`src/rtl/iot_pkg.sv`:
```
// iot_pkg: shared defaults and types for the IoT event scheduler
package iot_pkg;
  localparam int N_DEV_DEFAULT = 4;
  typedef enum logic {IDLE, ISSUE} state_t;
  typedef struct packed {
    logic pend;
    logic dir;
  } ev_t;
endpackage

```
`src/rtl/rr_arbiter.sv`:
```
// rr_arbiter: combinational round-robin pick of the first requester at or after ptr
module rr_arbiter #(
  parameter int N_DEV = 4,
  parameter int PTR_W = 2
) (
  input  logic [N_DEV-1:0] req,
  input  logic [PTR_W-1:0] ptr,
  output logic [N_DEV-1:0] gnt,
  output logic [PTR_W-1:0] gnt_id,
  output logic             valid
);
  logic [PTR_W-1:0] idx;
  // scan from the farthest offset down so the nearest requester to ptr wins last
  always_comb begin
    gnt    = '0;
    gnt_id = '0;
    valid  = 1'b0;
    idx    = '0;
    for (int k = N_DEV - 1; k >= 0; k--) begin
      idx = PTR_W'((int'(ptr) + k) % N_DEV);
      if (req[idx]) begin
        gnt      = '0;
        gnt[idx] = 1'b1;
        gnt_id   = idx;
        valid    = 1'b1;
      end
    end
  end
endmodule

```
`src/rtl/iot_event_sched.sv`:
```
// iot_event_sched: serialises per-device on/off events onto the monitor change/on_off pair; optional STATE_FILTER_EN
module iot_event_sched
  import iot_pkg::*;
#(
  parameter int N_DEV = N_DEV_DEFAULT,
  parameter int PTR_W = $clog2(N_DEV)
) (
  input  logic             clk,
  input  logic             rst,
  input  logic [N_DEV-1:0] dev_req,
  input  logic [N_DEV-1:0] dev_on,
  output logic [N_DEV-1:0] dev_pend,
  output logic             dropped,
  output logic             change,
  output logic             on_off,
  output logic [PTR_W-1:0] grant_id
);
  ev_t              slot_q [N_DEV];
  ev_t              slot_d [N_DEV];
  logic [N_DEV-1:0] gnt;
  logic [N_DEV-1:0] dir;
  logic [PTR_W-1:0] ptr;
  logic [PTR_W-1:0] gnt_id;
  logic             gnt_valid;
  logic             drop_d;
  state_t           state;
`ifdef STATE_FILTER_EN
  logic [N_DEV-1:0] map_q;
  logic [N_DEV-1:0] map_d;
`endif

  rr_arbiter #(.N_DEV(N_DEV), .PTR_W(PTR_W)) u_arb (
    .req   (dev_pend),
    .ptr   (ptr),
    .gnt   (gnt),
    .gnt_id(gnt_id),
    .valid (gnt_valid)
  );

  assign change = (state == ISSUE);

  // flatten slot structs into occupancy and direction vectors
  always_comb begin
    dev_pend = '0;
    dir      = '0;
    for (int i = 0; i < N_DEV; i++) begin
      dev_pend[i] = slot_q[i].pend;
      dir[i]      = slot_q[i].dir;
    end
  end

  // slot update: the granted slot frees first, so a same-edge request refills it
  always_comb begin
    slot_d = slot_q;
    drop_d = 1'b0;
`ifdef STATE_FILTER_EN
    map_d = map_q;
    if (gnt_valid) map_d[gnt_id] = dir[gnt_id];
`endif
    for (int i = 0; i < N_DEV; i++) begin
      if (gnt[i]) slot_d[i].pend = 1'b0;
      if (dev_req[i]) begin
        if (!slot_q[i].pend || gnt[i]) begin
`ifdef STATE_FILTER_EN
          if (dev_on[i] == map_d[i]) drop_d = 1'b1;
          else slot_d[i] = '{pend: 1'b1, dir: dev_on[i]};
`else
          slot_d[i] = '{pend: 1'b1, dir: dev_on[i]};
`endif
        end else if (dev_on[i] == slot_q[i].dir) drop_d = 1'b1;
        else slot_d[i].pend = 1'b0;
      end
    end
  end

  // FSM, pointer, slots and registered monitor outputs
  always_ff @(posedge clk or posedge rst) begin
    if (rst) begin
      slot_q   <= '{default: '0};
      ptr      <= '0;
      state    <= IDLE;
      on_off   <= 1'b0;
      grant_id <= '0;
      dropped  <= 1'b0;
`ifdef STATE_FILTER_EN
      map_q    <= '0;
`endif
    end else begin
      slot_q  <= slot_d;
      dropped <= drop_d;
      state   <= gnt_valid ? ISSUE : IDLE;
`ifdef STATE_FILTER_EN
      map_q   <= map_d;
`endif
      if (gnt_valid) begin
        on_off   <= dir[gnt_id];
        grant_id <= gnt_id;
        ptr      <= (int'(gnt_id) == N_DEV - 1) ? '0 : gnt_id + 1'b1;
      end
    end
  end
endmodule

```
`config.mk`:
```
export PLATFORM = sky130hd
export DESIGN_NAME = iot_event_sched
export DESIGN_NICKNAME = d
export VERILOG_FILES = /design/src/rtl/iot_pkg.sv /design/src/rtl/rr_arbiter.sv /design/src/rtl/iot_event_sched.sv
export SDC_FILE = /design/constraint.sdc
export NUM_CORES = 1
export LEC_CHECK = 0
export BUFFER_PORTS_ARGS = -buffer_cell sky130_fd_sc_hd__clkbuf_2
export CAP_MARGIN = 5
export CORE_MARGIN = 10
export CORE_UTILIZATION = 51
export CTS_CLUSTER_DIAMETER = 50
export DETAILED_ROUTE_END_ITERATION = 10
export PLACE_DENSITY_LB_ADDON = 0.08
export SYNTH_ARGS = -nofsm -noshare
export SYNTH_HDL_FRONTEND = slang
export SYNTH_SLANG_ARGS = --single-unit
```
`constraint.sdc`:
```
create_clock -name clk -period 2.9 [get_ports clk]
set_input_delay 0.145 -clock clk [delete_from_list [all_inputs] [get_ports clk]]
set_output_delay 0.145 -clock clk [all_outputs]
set_load 0.02 [all_outputs]
```
# Word level (Yosys, flattened, before mapping)
# Index checks and enable logic that the tools add are counted.
# word_totals
mem_count	0
latch_bits	0
ff_bits	15
mem_bits_rw	0
mem_bits_ro	0
# op_classes
mux	64
eq_ne	5
n_bitwise	0
n_lt_le_gt_ge	9
mul	0
n_reduce_logical	16
add_sub_neg	4
div	0
shifts	0
# op_table
operator	count
2-to-1 mux 1 bit	42
2-to-1 mux 2 bit	9
2-to-1 mux 4 bit	4
less-than comparator 2 x 3 -> 1 bit (second input constant)	5
binary-select mux 1 bit (select 2 bit)	5
demux 1 bit (select 2 bit)	4
>= comparator 2 x 1 -> 1 bit (second input constant)	4
AND reduction 2 bit	4
adder 2 x 1 -> 2 bit (second input constant)	2
adder 2 bit (second input constant)	2
equality test 1 bit	4
logical AND 1 bit	4
zero test 1 bit	4
logical OR 1 bit	4
equality test 2 x 1 -> 1 bit (second input constant)	1

# Longest topological paths before layout
# depth
word_depth	21
ltp_mapped	11
depth_no_buf	7

# Modules after synthesis
# A second synthesis with hierarchy kept.
# hier_totals
hier_cells	122
hier_area_um2	1237.4
# by_module_without_submodules
module	cells_each	seq_area_each_um2	instances	area_each_um2
iot_event_sched	61	375.4	1	728.2
rr_arbiter	61	0.0	1	509.2

# Worst setup path after synthesis
# No wires, ideal clock.
# synth_timing
kind	register to register
from	reg ptr[0]
to	reg slot_q, in the netlist dir[3]
synth_period_minus_slack_ns	3.157
arrival_ns	3.029
path_stages_with_launch	11
setup_slack_ns	-0.257
setup_time_ns	0.128
required_time_ns	2.772
path_cell_list	dfrtp_1 > buf_6 > clkbuf_1 > inv_1 > ha_1 > buf_2 > mux4_2 > buf_2 > a221o_1 > a31oi_1 > mux2_1
# synth_via
elab_chain_cells	11
# synth_lines
item	line_no	text
start, declared	iot_event_sched.sv:22	logic [PTR_W-1:0] ptr;
start signal, assigned	iot_event_sched.sv:98	ptr <= (int'(gnt_id) == N_DEV - 1) ? '0 : gnt_id + 1'b1;
adder 2 bit	rr_arbiter.sv:20	idx = PTR_W'((int'(ptr) + k) % N_DEV);
less-than comparator 2 x 3 -> 1 bit (implied by the code) / >= comparator 2 x 1 -> 1 bit (equally long branches)	rr_arbiter.sv:23	gnt[idx] = 1'b1;
logical AND 1 bit (implied by the code)	rr_arbiter.sv:23	
2-to-1 mux 1 bit (implied by the code)	rr_arbiter.sv:23	
demux 1 bit (select 2 bit)	--	
2-to-1 mux 4 bit (3 in series)	rr_arbiter.sv:21	if (req[idx]) begin
2-to-1 mux 4 bit *	rr_arbiter.sv:21	
logical OR 1 bit *	iot_event_sched.sv:63	if (!slot_q[i].pend || gnt[i]) begin
AND reduction 2 bit (no line) *	--	
end signal, assigned	iot_event_sched.sv:89	slot_q <= slot_d;
end, declared	iot_event_sched.sv:18	ev_t slot_q [N_DEV];
# Every way passes the cells marked *; elsewhere a longest branch is shown, timed or not. The select of a mux whose other input is x is not followed.
# A chain may end at the register's enable or synchronous reset.

# Final worst setup path
# layout_timing
from	reg ptr[1]
to	reg slot_q, in the netlist dir[2]
# The elaborated chain is that of the path after synthesis.

==> out/metrics.yaml <==
outcome:
  status: "finished clean"
worst_hold_path:
  hold_class: "in -> reg"
placed_design:
  dp_hpwl_um: 2280
  post-place-ws_ns: 0.406
  port_buffers: 18
  gp_congestion: 0.987
die:
  io_pins: 19
  coreArea_um2: 2280
  row_count: 17
  initial_utilization: 0.550
  die_x_um: 69.5
  dieArea_um2: 4830
  die_y_um: 69.5
timing:
  tightest_slew_ns: 0.724
  hold_viol: 0
  fin_crit_ns: 2.54
  fin_skew_ns: 0.00354
  slew_viol_final: 0
  fmax_mhz: 394
  min_period_over_period: 0.875
  relSlewSlack: 0.514
  setup_tns_ns: 0
  setup_slack_ns: 0.361
  setup_violations: 0
  rsz0062_at_grt: "false"
  timing.hold.ws_ns: 0.0929
cells_and_area:
  fin_nets: 173
  n_antenna_cell: 0
  area_delta_synth_final_pct: 10.5
  drive_gt1_frac: 0.201
routing:
  drc_errors: 0
  drtAntennaViolNets: 0
  firstDrtPassIters: 6
  wl_per_cell_um: 16.7
  via_per_inst: 6.07
  drtIter0Drc: 128
  drt_wl_total_um: 3040
  via_count: 1104
clock_tree:
  cts_tree: "done"
  cts-root-buf: "clkbuf_4"
  cts_hold_buf: 1
  numCtsBuffers: 3
  post_cts_buffers: 0
  clock_latency_ns: 0.29
  ctsResizeCount: 0
  cts_htree_levels: 1
  clock_sinks: 15
  cts_buffer_depth: 2
  clk_pin_slew_worst_paths_ns: 0.10
grt:
  grt_pass1_vias: 1087
  antenna_found_initial: 0
  grt_max_degree: 18
  grt_usage: 0.126
  grt_pass1_wl_um: 5260
  grt.overflow.total: 0
synth:
  yosys.area.top_type: "dfrtp_1"
  ys_warn_count: 0
  synth_nets: 155
  ys_seq_elements: 15
  synth_top_area_frac: 0.300
  synth_seq_area_share: 0.300
  ys_types: 34
  ys_top_cells_by_area: "dfrtp_1 30%, ha_1 8.0%, mux4_2 7.2%, mux2i_1 4.8%, inv_1 4.2%"
  syn_area_um2: 1250
  avgSynthCellArea_um2: 9.13
  synthCells: 137
worst_setup_path:
  path_max_fanout: 12
  arrival_ns: 2.72
  crit_type: "reg -> reg"
  required_ns: 3.08
  start_kind: "flop"
  end_kind: "flop"
run:
  cap_viol_max_count: 0
[layer usage]
layer  global-route usage  routed length, µm  vias up
li1                     -                  -      533
met2                0.194               1410       36
met1                0.169               1400      527
met4               0.0443                 48        0
met5                    0                  0        -
met3               0.0271                185        8
[critical path, stage by stage, from the launching register on]
cell and delay (ns):
dfrtp_1 0.36, inv_1 0.11, ha_1 0.34, mux4_2 0.64, a221o_1 0.44, a31oi_1 0.20, mux2_1 0.33
[per-stage QoR]
stage	std cells	util	instance area [µm²]
2_1_floorplan	137	-	1260
3_3_place_gp	177	0.592	1350
3_5_place_dp	177	0.592	1350
4_1_cts	182	0.607	1380
5_1_grt	182	0.607	1380
6_report	182	0.607	1380
[kinds of logic after synthesis]
logic type,Yosys count,share of synthesized area
AND/OR/NAND/NOR,43,0.189
AO/OA/AOI/OAI,30,0.163
buffers and inverters,23,0.0840
flip-flops,15,0.300
multiplexers,14,0.156
adder cells (fa/ha/maj),8,0.0800
XOR/XNOR,4,0.0280
[synthesized netlist by cell type]
| master | instances |
|---|---|
| nor2_1 | 8 |
| nor3_1 | 3 |
| inv_1 | 14 |
| nand4_1 | 2 |
| and3_1 | 4 |
| buf_2 | 3 |
| mux2_1 | 4 |
| a221o_1 | 4 |
| or4bb_1 | 1 |
| o21ai_0 | 3 |
| a21oi_1 | 8 |
| a21o_1 | 3 |
| or3_1 | 1 |
| o21bai_1 | 1 |
| mux2i_1 | 6 |
| buf_6 | 2 |
| o21ai_1 | 1 |
| o211ai_1 | 2 |
| a311oi_1 | 1 |
| ha_1 | 8 |
| nand2_1 | 5 |
| or2_2 | 1 |
| nand4b_1 | 1 |
| or3b_2 | 1 |
| nand3_1 | 10 |
| a311o_1 | 1 |
| clkbuf_1 | 4 |
| mux4_2 | 4 |
| nor2b_1 | 1 |
| a31oi_1 | 5 |
| nand3b_1 | 5 |
| a211o_1 | 1 |
| xnor2_1 | 4 |
| dfrtp_1 | 15 |
[flip-flops by register name, indices dropped and copies added, names as in the netlist]
| register | flops |
|---|---|
| dropped | 1 |
| dev_pend | 4 |
| dir | 4 |
| ptr | 2 |
| grant_id | 2 |
| change | 1 |
| on_off | 1 |
[placed cells by master (no fill, tap or decap)]
| master | count |
|---|---|
| clkbuf_2 | 18 |
| a311oi_1 | 1 |
| or2_2 | 1 |
| nor3_1 | 3 |
| o211ai_1 | 2 |
| mux4_2 | 4 |
| a21oi_1 | 8 |
| dlygate4sd3_1 | 1 |
| inv_2 | 1 |
| inv_1 | 13 |
| nor2b_1 | 1 |
| a211o_1 | 1 |
| or4bb_1 | 1 |
| nor2_1 | 8 |
| nand3_1 | 10 |
| nand4b_1 | 1 |
| a31oi_1 | 5 |
| a311o_1 | 1 |
| dfrtp_1 | 15 |
| xnor2_1 | 4 |
| mux2_1 | 4 |
| buf_4 | 3 |
| nand2_1 | 5 |
| o21ai_1 | 1 |
| clkbuf_4 | 3 |
| mux2i_1 | 6 |
| clkbuf_1 | 1 |
| o21bai_1 | 1 |
| a21o_1 | 3 |
| a221o_1 | 4 |
| or3b_2 | 1 |
| nand4_1 | 2 |
| o21ai_0 | 3 |
| and3_1 | 4 |
| ha_1 | 8 |
| nand3b_1 | 5 |
| or3_1 | 1 |
[area by class of cell]
cell class	count	area (µm²)
clock buffer	4	26.3
fill	212	893
inverter	14	52.6
multi-input combinational	99	771
sequential	15	375
tap	28	35.0
timing repair buffer	22	123
[worst paths after layout]
path,endpoint,slack [ns],cells past startpoint,from
max in group asynchronous,dev_pend[2],2.07,3,rst
min reg2reg,grant_id[1],0.49,1,grant_id[1]
max reg2reg,dir[2],0.36,6,ptr[1]
max,dir[2],0.36,6,ptr[1]
min in group asynchronous,on_off,0.44,3,rst
min,dir[0],0.09,2,dev_on[0]
Power is not shown: default switching activity piles up to over one toggle a cycle in this logic, so the estimate is an artifact.
